$ cat config.mk
export PLATFORM = sky130hd
export DESIGN_NAME = relu_vec_axis_tx
export DESIGN_NICKNAME = d
export VERILOG_FILES = /design/src/rtl/relu_vec_axis_tx.sv
export SDC_FILE = /design/constraint.sdc
export NUM_CORES = 1
export LEC_CHECK = 0
export BUFFER_PORTS_ARGS = -buffer_cell sky130_fd_sc_hd__buf_2
export CAP_MARGIN = 30
export CORE_MARGIN = 5
export CORE_UTILIZATION = 50
export DETAILED_ROUTE_END_ITERATION = 10
export GPL_TIMING_DRIVEN = 1
export PLACE_DENSITY_LB_ADDON = 0.3
export SLEW_MARGIN = 20
export SYNTH_ARGS = -nofsm -noshare
export SYNTH_HDL_FRONTEND = slang
export SYNTH_SLANG_ARGS = --single-unit
$ cat constraint.sdc
create_clock -name clk -period 7.1 [get_ports clk]
set_clock_uncertainty 0.2 [all_clocks]
set_input_delay 1.775 -clock clk [delete_from_list [all_inputs] [get_ports clk]]
set_output_delay 1.775 -clock clk [all_outputs]
set_load 0.05 [all_outputs]
$ cat src/rtl/relu_vec_axis_tx.sv
// Captures one packed activation vector on an IN_VALID pulse and streams it out
// as an AXI4-Stream packet, one element per beat, with TLAST on the final element.
module relu_vec_axis_tx #(
  parameter int DATA_WIDTH    = 16,
  parameter int NUM_OF_INPUTS = 3
) (
  input  logic                                clk,
  input  logic                                rstn,
  input  logic                                IN_VALID,
  input  logic [DATA_WIDTH*NUM_OF_INPUTS-1:0] IN_BITS,
  output logic [DATA_WIDTH-1:0]               M_AXIS_TDATA,
  output logic                                M_AXIS_TVALID,
  input  logic                                M_AXIS_TREADY,
  output logic                                M_AXIS_TLAST,
  output logic                                BUSY,
  output logic                                OVERFLOW,
  input  logic                                CLR_OVERFLOW
);

  localparam int IDXW = (NUM_OF_INPUTS > 1) ? $clog2(NUM_OF_INPUTS) : 1;
  localparam logic [IDXW-1:0] LAST_IDX = IDXW'(NUM_OF_INPUTS - 1);

  typedef enum logic {IDLE, SEND} state_t;

  state_t                                   state;
  logic [NUM_OF_INPUTS-1:0][DATA_WIDTH-1:0] vec;
  logic [IDXW-1:0]                          idx;
  logic [IDXW-1:0]                          idx_nxt;
  logic                                     hs_last;
  logic                                     capture;
  logic                                     drop;

  assign idx_nxt = idx + 1'b1;
  // A pulse landing on the final handshake chains straight into the next packet.
  assign hs_last = (state == SEND) && M_AXIS_TREADY && (idx == LAST_IDX);
  assign capture = IN_VALID && ((state == IDLE) || hs_last);
  assign drop    = IN_VALID && !capture;
  assign BUSY    = (state == SEND);

  always_ff @(posedge clk or negedge rstn) begin
    if (!rstn) begin
      state         <= IDLE;
      vec           <= '0;
      idx           <= '0;
      M_AXIS_TDATA  <= '0;
      M_AXIS_TVALID <= 1'b0;
      M_AXIS_TLAST  <= 1'b0;
      OVERFLOW      <= 1'b0;
    end else begin
      if (drop)              OVERFLOW <= 1'b1;
      else if (CLR_OVERFLOW) OVERFLOW <= 1'b0;

      if (capture) begin
        state         <= SEND;
        vec           <= IN_BITS;
        idx           <= '0;
        M_AXIS_TVALID <= 1'b1;
        M_AXIS_TDATA  <= IN_BITS[DATA_WIDTH-1:0];
        M_AXIS_TLAST  <= (LAST_IDX == '0);
      end else if ((state == SEND) && M_AXIS_TREADY) begin
        if (idx == LAST_IDX) begin
          state         <= IDLE;
          idx           <= '0;
          M_AXIS_TVALID <= 1'b0;
          M_AXIS_TLAST  <= 1'b0;
        end else begin
          idx          <= idx_nxt;
          M_AXIS_TDATA <= vec[idx_nxt];
          M_AXIS_TLAST <= (idx_nxt == LAST_IDX);
        end
      end
    end
  end

endmodule
==> results of run 1 <==
[through the flow]
stage / setup WS [ps] / hold slack, ps / util (%)
6_report: 3730 / 287 / 59.4
2_1_floorplan: 4200 / 250 / -
3_5_place_dp: 3360 / 267 / 56.4
4_1_cts: 3690 / 290 / 59.2
3_3_place_gp: 3240 / 261 / 55.5
5_1_grt: 3600 / 304 / 59.4
[cell type report]
cell class                 count  area, µm²  area share (%)
clock buffer                  11        151            3.53
clock inverter                 5       50.0            1.17
inverter                      19       71.3            1.66
multi-input combinational    145       1720            40.2
sequential                    68       1700            39.7
tap                           99        124            2.89
timing repair buffer          79        465            10.9
[final timing paths]
path                       slack [ps]          from  cells past startpoint                to
setup / recovery                 3730          BUSY                      1     M_AXIS_TVALID
hold reg to reg                   290        vec[3]                      1            vec[3]
hold / removal                    290        vec[3]                      1            vec[3]
min in group asynchronous        1280          rstn                      2           vec[35]
setup reg to reg                 4640  M_AXIS_TLAST                      6  M_AXIS_TDATA[12]
max in group asynchronous        4890          rstn                      3           vec[28]
[report_power, final]
group	leakage (nW)	internal [W]	switching (W)
clock	0.109	0.000179	0.000138
sequential	0.807	0.000585	0.000137
combinational	1.10	0.000546	0.000557
total	2.02	0.00131	0.000832
[registers in the layout, summed over array words and instances (netlist names)]
register / flops
vec: 48
BUSY: 1
M_AXIS_TDATA: 16
M_AXIS_TLAST: 1
OVERFLOW: 1
idx: 1
[metal layers]
metal | share of wire (%) | wire (µm) | global-route usage [%] | vias to the layer above
met1 | 46 | 3300 | 23.0 | 1086
met5 | 0 | 0 | 0 | -
met4 | 1.4 | 97 | 6.04 | 0
met3 | 5.1 | 367 | 3.31 | 9
li1 | - | - | - | 1083
met2 | 47 | 3370 | 27.1 | 53
[cell usage in the layout, fill, tap and decap left out, types with 2 or more instances in the layout]
cell / Yosys / final
a221oi_2: 8 / 8
a22o_1: 2 / 2
or3b_1: 8 / 8
a221oi_1: 7 / 7
inv_1: 19 / 19
or3b_2: 8 / 8
buf_16: 0 / 2
buf_2: 6 / 72
o31ai_1: 16 / 16
a211oi_2: 17 / 17
mux2_4: 53 / 53
dfrtp_1: 68 / 68
ha_1: 3 / 3
buf_4: 6 / 4
clkbuf_8: 0 / 11
nand2_1: 2 / 2
clkinv_2: 0 / 4
mux2_1: 11 / 11
[cell families (layout without fill, tap and decap cells)]
| family | count (synthesis) | in the layout | synth area share (%) |
|---|---|---|---|
| multiplexers | 65 | 65 | 25.4 |
| buffers and inverters | 41 | 114 | 6.76 |
| AO/OA/AOI/OAI | 53 | 53 | 15.1 |
| AND/OR/NAND/NOR | 24 | 24 | 5.36 |
| flip-flops | 68 | 68 | 46.4 |
| adder cells (fa/ha/maj) | 3 | 3 | 1.02 |
==> results.sh, run 1 <==
export IMPL_status="finished, final reports clean"
export IMPL_syn_num_nets=310
export IMPL_critical_path_n_buffers_inverters=1
export IMPL_vdd_ir_drop_worst_uv=209
export IMPL_max_cap_violations=0
export IMPL_number_of_global_route_vias_before_repair=2336
export IMPL_ys_types=27
export IMPL_via_count=2231
export IMPL_slew_violations=0
export IMPL_dieHeight_um=95.6
export IMPL_postRouteAntennaNets=0
export IMPL_critPathArrivalTime_ps=1400
export IMPL_cpPeakStageDelay_ps=700
export IMPL_leading_cell_types_by_total_area_after_synthesis="dfrtp_1 46%, mux2_4 22%, a211oi_2 5.8%, mux2_1 3.4%, a221oi_2 3.3%"
export IMPL_cts_root_buf="clkbuf_8"
export IMPL_cellPowerDensity_nw_per_um2=499
export IMPL_clk_insertion_delay_late_ps=330
export IMPL_die_footprint_um2=9140
export IMPL_post_synth_cell_area_avg_um2=14.4
export IMPL_port_buffers=72
export IMPL_fin_crit_ps=3370
export IMPL_rsz0062_at_grt="no"
export IMPL_top_ff_cell_synth="dfrtp_1"
export IMPL_mappedNetlistArea_um2=3670
export IMPL_route_detailed_wl_per_inst_um=16.8
export IMPL_drt_vias_per_instance=5.24
export IMPL_tritoncts="built"
export IMPL_finalNonFillerCells=426
export IMPL_register_area_share_after_synthesis_pct=46.4
export IMPL_post_cts_hold_buffer_count=0
export IMPL_critical_path_cell_chain="buf_2"
export IMPL_setup_tns_final_ps=0
export IMPL_category_of_the_most_critical_setup_path="reg2out"
export IMPL_path_clk_slew_ps=70
export IMPL_slew_limit_headroom_pct=51.2
export IMPL_cts_htree_levels=3
export IMPL_yosys_area_top_type_share_pct=46.4
export IMPL_route_final_wire_length_mm=7.14
export IMPL_design_power_total_w=0.00214
export IMPL_floorplan_rows=31
export IMPL_gpl_final_weighted_congestion=0.722
export IMPL_dp_hpwl_mm=4.75
export IMPL_dp_cells=409
export IMPL_cp_top_family="flip-flops"
export IMPL_critical_path_max_fanout=23
export IMPL_share_of_layout_cells_above_drive_strength_1_pct=56.6
export IMPL_cellLeakagePower_nw=2.02
export IMPL_cts_repair_timing_setup_buffer_count=0
export IMPL_post_synthesis_sequential_element_count=68
export IMPL_required_ps=5120
export IMPL_synth_largest_area_cell="dfrtp_1"
export IMPL_postSynthCellCount=254
export IMPL_die_width_um=95.6
export IMPL_fillCellCount=618
export IMPL_drcViolationCount=0
export IMPL_ys_warn_count=0
export IMPL_grt_remaining_overflow=0
export IMPL_setup_viol=0
export IMPL_grt_overall_usage_pct=17.0
export IMPL_flow_area_growth_from_synthesis_pct=17.0
export IMPL_synthTopCellsByCount="68 x dfrtp_1, 53 x mux2_4, 19 x inv_1"
export IMPL_hold_viol_final=0
export IMPL_dpl_instance_area_um2=4070
export IMPL_synth_most_common_cell="dfrtp_1"
export IMPL_async_set_reset_flop_share_out_of_synthesis_pct=100
export IMPL_first_iter_violations=97
export IMPL_design_area_um2=4290
export IMPL_cts_buffers_inserted=9
export IMPL_timing_critical_path_slowest_stage_cell="dfrtp_1"
export IMPL_clock_fmax_mhz=296
export IMPL_antenna_found_initial=0
export IMPL_grt_first_pass_wirelength_mm=11.8
export IMPL_timing_worst_slew_pin_value_ps=730
export IMPL_grt_max_degree=69
export IMPL_worst_setup_path_start_kind="flip-flop"
export IMPL_final_min_period_over_clock_period_pct=47.5
export IMPL_antennaDiodeCount=0
export IMPL_ctsResizeCount=0
export IMPL_hold_path_class="reg2reg"
export IMPL_final_nets=378
export IMPL_core_area_um2=7210
export IMPL_critical_path_endpoint_type="output pin"
export IMPL_synth_enable_flop_cells=0
export IMPL_initial_core_util_pct=50.8
export IMPL_number_of_buffers_between_clock_root_and_the_deepest_sink=2
export IMPL_number_of_clock_sinks=68
export IMPL_io_pins=73
export IMPL_drt_pass1_iter_count=4
No activity file was read; power rests on OpenSTA's default activity.
==> run 2: changes to the inputs <==
Clock period 7.1 ns to 2.8 ns, I/O delays scaled along.
==> run 2 against run 1 <==
- register-to-register slack lost 4000 ps
- largest cell class unchanged
- via count grew 3.5%
- highest routed layer unchanged
- sequential share of layout area grew 0.14 points
- non-clock buffer count grew 6
- die area is the same
- critical endpoint is now M_AXIS_TDATA[2]
- largest power group unchanged
==> results.sh, run 2 (synthesis gave the netlist of run 1 again) <==
export IMPL_status="finished, final reports clean"
export IMPL_power_switching_w=0.00214
export IMPL_flow_area_growth_from_synthesis_pct=16.6
export IMPL_max_flop_register="vec"
export IMPL_number_of_clock_sinks=68
export IMPL_io_pins=73
export IMPL_grt_max_degree=69
export IMPL_core_area_um2=7210
export IMPL_cellLeakagePower_nw=2.02
export IMPL_cts_buffers_inserted=9
export IMPL_cellPowerDensity_nw_per_um2=1250
export IMPL_route_final_wire_length_mm=7.57
export IMPL_met3_wirelength_um=411
export IMPL_initial_core_util_pct=50.8
export IMPL_top_library_cells_by_usage_in_the_layout_fill_and_taps_aside="72 x buf_2, 68 x dfrtp_1, 53 x mux2_4"
export IMPL_route_layer_met1_wl_mm=3.45
export IMPL_antennaDiodeCount=0
export IMPL_drt_pass1_iter_count=4
export IMPL_vdd_ir_drop_worst_uv=541
export IMPL_critPathArrivalTime_ps=2250
export IMPL_number_of_global_route_vias_before_repair=2535
export IMPL_port_buffers=72
export IMPL_number_of_buffers_between_clock_root_and_the_deepest_sink=2
export IMPL_die_width_um=95.6
export IMPL_netSwitchingFraction_pct=40.1
export IMPL_clk_insertion_delay_late_ps=340
export IMPL_clock_power_share_pct=13.4
export IMPL_pre_cts_setup_slack_ps=505
export IMPL_critical_path_endpoint_type="flip-flop"
export IMPL_hold_path_class="in2async"
export IMPL_drt_vias_per_instance=5.36
export IMPL_max_cap_violations=0
export IMPL_die_footprint_um2=9140
export IMPL_setup_viol=0
export IMPL_pwr_share_comb_pct=52.4
export IMPL_timing_worst_slew_pin_value_ps=542
export IMPL_dieHeight_um=95.6
export IMPL_cp_top_family="simple AND/OR/NAND/NOR gates"
export IMPL_critical_path_cell_chain="inv_1 -> ha_1 -> buf_4 -> nor2_4 -> a221oi_1 -> a211oi_2"
export IMPL_tritoncts="built"
export IMPL_largestRegisters="vec: 48 flops, M_AXIS_TDATA: 16 flops"
export IMPL_largest_register_ff_count=48
export IMPL_gpl_final_weighted_congestion=0.746
export IMPL_finalHoldWorstSlack_ps=163
export IMPL_category_of_the_most_critical_setup_path="reg2reg"
export IMPL_cpPeakStageDelay_ps=450
export IMPL_hold_viol_final=0
export IMPL_setup_tns_final_ps=0
export IMPL_slew_violations=0
export IMPL_grt_overall_usage_pct=18.1
export IMPL_postRouteAntennaNets=0
export IMPL_required_ps=2860
export IMPL_post_cts_hold_buffer_count=0
export IMPL_antenna_found_initial=0
export IMPL_critical_path_max_fanout=15
export IMPL_worst_setup_path_start_kind="flip-flop"
export IMPL_cts_root_buf="clkbuf_8"
export IMPL_final_min_period_over_clock_period_pct=78.5
export IMPL_share_of_layout_cells_above_drive_strength_1_pct=56.6
export IMPL_final_nets=384
export IMPL_cts_repair_timing_setup_buffer_count=0
export IMPL_floorplan_rows=31
export IMPL_cts_htree_levels=3
export IMPL_p_seq_share_pct=34.2
export IMPL_intPower_w=0.00320
export IMPL_slew_limit_headroom_pct=63.8
export IMPL_grt_remaining_overflow=0
export IMPL_clock_fmax_mhz=455
export IMPL_utilization_pct=59.2
export IMPL_rsz0062_at_grt="no"
export IMPL_path_clk_slew_ps=70
export IMPL_top_layer_used="met4"
export IMPL_critical_path_n_buffers_inverters=2
export IMPL_ctsResizeCount=0
export IMPL_reg2reg_slack_ps=600
export IMPL_drcViolationCount=0
export IMPL_grt_first_pass_wirelength_mm=12.6
export IMPL_first_iter_violations=121
export IMPL_timing_critical_path_slowest_stage_cell="nor2_4"
export IMPL_route_detailed_wl_per_inst_um=17.6
export IMPL_fin_crit_ps=2200
export IMPL_fin_ws_ps=603
export IMPL_design_power_total_w=0.00535
export IMPL_dp_hpwl_mm=5.18
export IMPL_leading_cell_type_in_the_layout_fill_and_taps_excluded="buf_2"
export IMPL_met2RoutedLength_mm=3.54
export IMPL_via_count=2309
-- run 2: worst reg2reg max path: cells and delay by family (launching register included) --
kind	cells	cell delay (ps)
simple gates	1	450
compound gates	2	430
buf+inv	2	310
flops	1	410
fa+ha+maj	1	320
-- run 2: path summary, 6_finish.rpt --
check / from / end / cells after the start
setup / recovery: M_AXIS_TLAST / M_AXIS_TDATA[2] / 6
hold / removal: rstn / vec[35] / 2
setup reg to reg: M_AXIS_TLAST / M_AXIS_TDATA[2] / 6
hold reg to reg: vec[4] / vec[4] / 1
max in group asynchronous: rstn / vec[38] / 2
min in group clk: vec[4] / vec[4] / 1
-- run 2: power groups by stage --
stage / sequential, W / combinational [W] / clock [W]
CTS: 0.00183 / 0.00283 / 0.000740
detailed placement: 0.00184 / 0.00282 / 0
floorplan: 0.00219 / 0.00193 / 0
global placement: 0.00183 / 0.00275 / 0
finish: 0.00183 / 0.00280 / 0.000717
global route: 0.00188 / 0.00301 / 0.000769
-- run 2: metal layers --
layer	GRT usage, %	vias to the layer above
li1	-	1090
met5	0	-
met3	3.87	13
met2	27.4	67
met1	24.6	1139
met4	9.00	0
-- run 2: metrics by stage --
stage	instance area, µm²	std cells
floorplan	3670	254
global placement	4100	416
detailed placement	4100	416
CTS	4270	431
global route	4270	431
finish	4270	431
-- run 2: area by class of cell --
cell class	instances	area [µm²]
Sequential cell	68	1700
Clock buffer	13	159
Tap cell	99	124
Clock inverter	2	10.0
Timing Repair Buffer	85	483
Inverter	19	71.3
Fill cell	599	2940
Multi-Input combinational cell	145	1720
==> run 3: changes to the inputs <==
Clock period 2.8 ns to 2 ns, I/O delays scaled along.
==> run 3 against run 2 <==
- non-clock buffer count rose by 15
- power up 60%
- worst setup slack worse by 570 ps
- register-to-register slack worse by 570 ps
- final cell count up 3.7%
- clock power rose by 74%
- critical path type unchanged
- sequential share of layout area shrank 3.2 points
- flip-flop and latch count unchanged
- count of clock-buffer cells in the layout fell by 2
- highest routed layer unchanged
- critical path depth increased by 1
- worst hold slack lost 42 ps
==> results.sh, run 3 (synthesis gave the netlist of run 1 again) <==
export IMPL_initial_core_util_pct=50.8
export IMPL_die_width_um=95.6
export IMPL_critPathArrivalTime_ps=1990
export IMPL_cts_root_buf="clkbuf_8"
export IMPL_grt_first_pass_wirelength_mm=12.7
export IMPL_final_min_period_over_clock_period_pct=98.4
export IMPL_hold_viol_final=0
export IMPL_cp_startpoint="M_AXIS_TLAST"
export IMPL_vdd_ir_drop_worst_uv=670
export IMPL_core_area_um2=7210
export IMPL_clock_fmax_mhz=508
export IMPL_number_of_global_route_vias_before_repair=2520
export IMPL_drcViolationCount=0
export IMPL_max_flop_register="vec"
export IMPL_reg2reg_slack_ps=30
export IMPL_cts_buffers_inserted=9
export IMPL_status="finished, final reports clean"
export IMPL_drt_vias_per_instance=5.33
export IMPL_flow_area_growth_from_synthesis_pct=26.8
export IMPL_dieHeight_um=95.6
export IMPL_design_power_total_w=0.00854
export IMPL_fillCellCount=564
export IMPL_floorplan_rows=31
export IMPL_gpl_final_weighted_congestion=0.741
export IMPL_cellLeakagePower_nw=2.18
export IMPL_largestRegisters="vec: 48 flops, M_AXIS_TDATA: 16 flops"
export IMPL_antenna_found_initial=0
export IMPL_worst_setup_path_start_kind="flip-flop"
export IMPL_path_clk_slew_ps=70
export IMPL_final_nets=399
export IMPL_grt_remaining_overflow=0
export IMPL_hold_path_class="in2reg"
export IMPL_regToRegEndpoint="M_AXIS_TDATA[5]"
export IMPL_r2r_start="M_AXIS_TLAST"
export IMPL_setup_viol=0
export IMPL_critical_path_cell_chain="inv_2 -> ha_4 -> buf_12 -> buf_6 -> mux2_4 -> a221oi_4 -> a211oi_2"
export IMPL_io_pins=73
export IMPL_category_of_the_most_critical_setup_path="reg2reg"
export IMPL_fin_crit_ps=1970
export IMPL_critical_path_n_buffers_inverters=3
export IMPL_cp_top_family="flip-flops"
export IMPL_rsz0062_at_grt="yes"
export IMPL_first_iter_violations=94
export IMPL_clk_insertion_delay_late_ps=350
export IMPL_grt_max_degree=69
export IMPL_number_of_buffers_between_clock_root_and_the_deepest_sink=2
export IMPL_cellPowerDensity_nw_per_um2=1840
export IMPL_slew_limit_headroom_pct=72.0
export IMPL_max_cap_violations=0
export IMPL_share_of_layout_cells_above_drive_strength_1_pct=62.6
export IMPL_route_final_wire_length_mm=8.13
export IMPL_via_count=2382
export IMPL_port_buffers=72
export IMPL_timing_worst_slew_pin_value_ps=418
export IMPL_utilization_pct=64.4
export IMPL_slew_violations=0
export IMPL_timing_critical_path_slowest_stage_cell="dfrtp_2"
export IMPL_leading_cell_type_in_the_layout_fill_and_taps_excluded="buf_2"
export IMPL_route_detailed_wl_per_inst_um=18.2
export IMPL_required_ps=2020
export IMPL_critical_path_endpoint_type="flip-flop"
export IMPL_cpPeakStageDelay_ps=420
export IMPL_grt_overall_usage_pct=18.5
export IMPL_antennaDiodeCount=0
export IMPL_cts_htree_levels=3
export IMPL_crit_path_end="M_AXIS_TDATA[5]"
export IMPL_drt_pass1_iter_count=4
export IMPL_number_of_clock_sinks=68
export IMPL_postRouteAntennaNets=0
export IMPL_path_length_in_cells_of_the_critical_path=7
export IMPL_reg2regPathDepth=7
export IMPL_tritoncts="built"
export IMPL_die_footprint_um2=9140
export IMPL_dp_hpwl_mm=5.16
export IMPL_critical_path_max_fanout=5
export IMPL_largest_register_ff_count=48
export IMPL_top_library_cells_by_usage_in_the_layout_fill_and_taps_aside="69 x buf_2, 67 x dfrtp_1, 54 x mux2_4"
==> run 3: cell count changes in the layout (fill, tap and decap cells not counted), sizes merged <==
| cell | change |
|---|---|
| bufinv | +2 |
| clkbuf | +1 |
| clkinv | +1 |
| buf | +11 |
| dlygate4sd3 | +1 |
==> run 3: what timing repair did <==
action                                 in CTS  in global routing
buffers inserted                            6                  4
cloned                                      0                  2
pin swaps                                   1                  3
endpoints found under the hold margin      68                  0
setup endpoints to repair                  29                 37
hold buffers                                1                  0
gates resized for setup                     4                 17
==> run 3: worst min path at each step <==
stage	from	end	slack, ps	depth (start not counted)
2_1_floorplan	rstn	BUSY	4	0
3_3_place_gp	vec[4]	vec[4]	260	1
3_5_place_dp	vec[4]	vec[4]	280	1
4_1_cts	CLR_OVERFLOW	OVERFLOW	110	2
5_1_grt	CLR_OVERFLOW	OVERFLOW	120	2
6_report	CLR_OVERFLOW	OVERFLOW	120	2
==> run 3: area by class of cell <==
cell class / count / area, µm² / area share, %
clock inverter: 5 / 75.1 / 1.61
sequential: 68 / 1700 / 36.6
tap: 99 / 124 / 2.66
clock buffer: 11 / 141 / 3.04
timing repair buffer: 100 / 714 / 15.4
multi-input combinational: 145 / 1820 / 39.1
inverter: 19 / 73.8 / 1.59
==> run 3: power breakdown <==
| group | internal (W) | leakage [nW] | switching [W] |
|---|---|---|---|
| sequential | 0.00208 | 0.806 | 0.000523 |
| clock | 0.000730 | 0.113 | 0.000516 |
| combinational | 0.00241 | 1.27 | 0.00227 |
| total | 0.00522 | 2.18 | 0.00331 |
==> run 3: routing by layer <==
layer  wire [µm]  part of all wire, %  track usage (%)
met1        3820                   47             25.0
met2        3850                   47             28.0
met3         335                  4.1             5.37
met4         123                  1.5             6.99
met5           0                    0                0
==> run 3: through the flow <==
step | instances | hold WS (ps) | setup slack, ps | area [µm²] | TNS [ps]
6_report | 447 | 121 | 31.7 | 4650 | 0
5_1_grt | 447 | 124 | -15.8 | 4650 | -22.0
4_1_cts | 442 | 114 | 12.9 | 4490 | 0
3_5_place_dp | 419 | 277 | -68.1 | 4180 | -330
3_3_place_gp | 419 | 260 | 11.6 | 4180 | 0
2_1_floorplan | 254 | 4.41 | -178 | 3720 | -6770
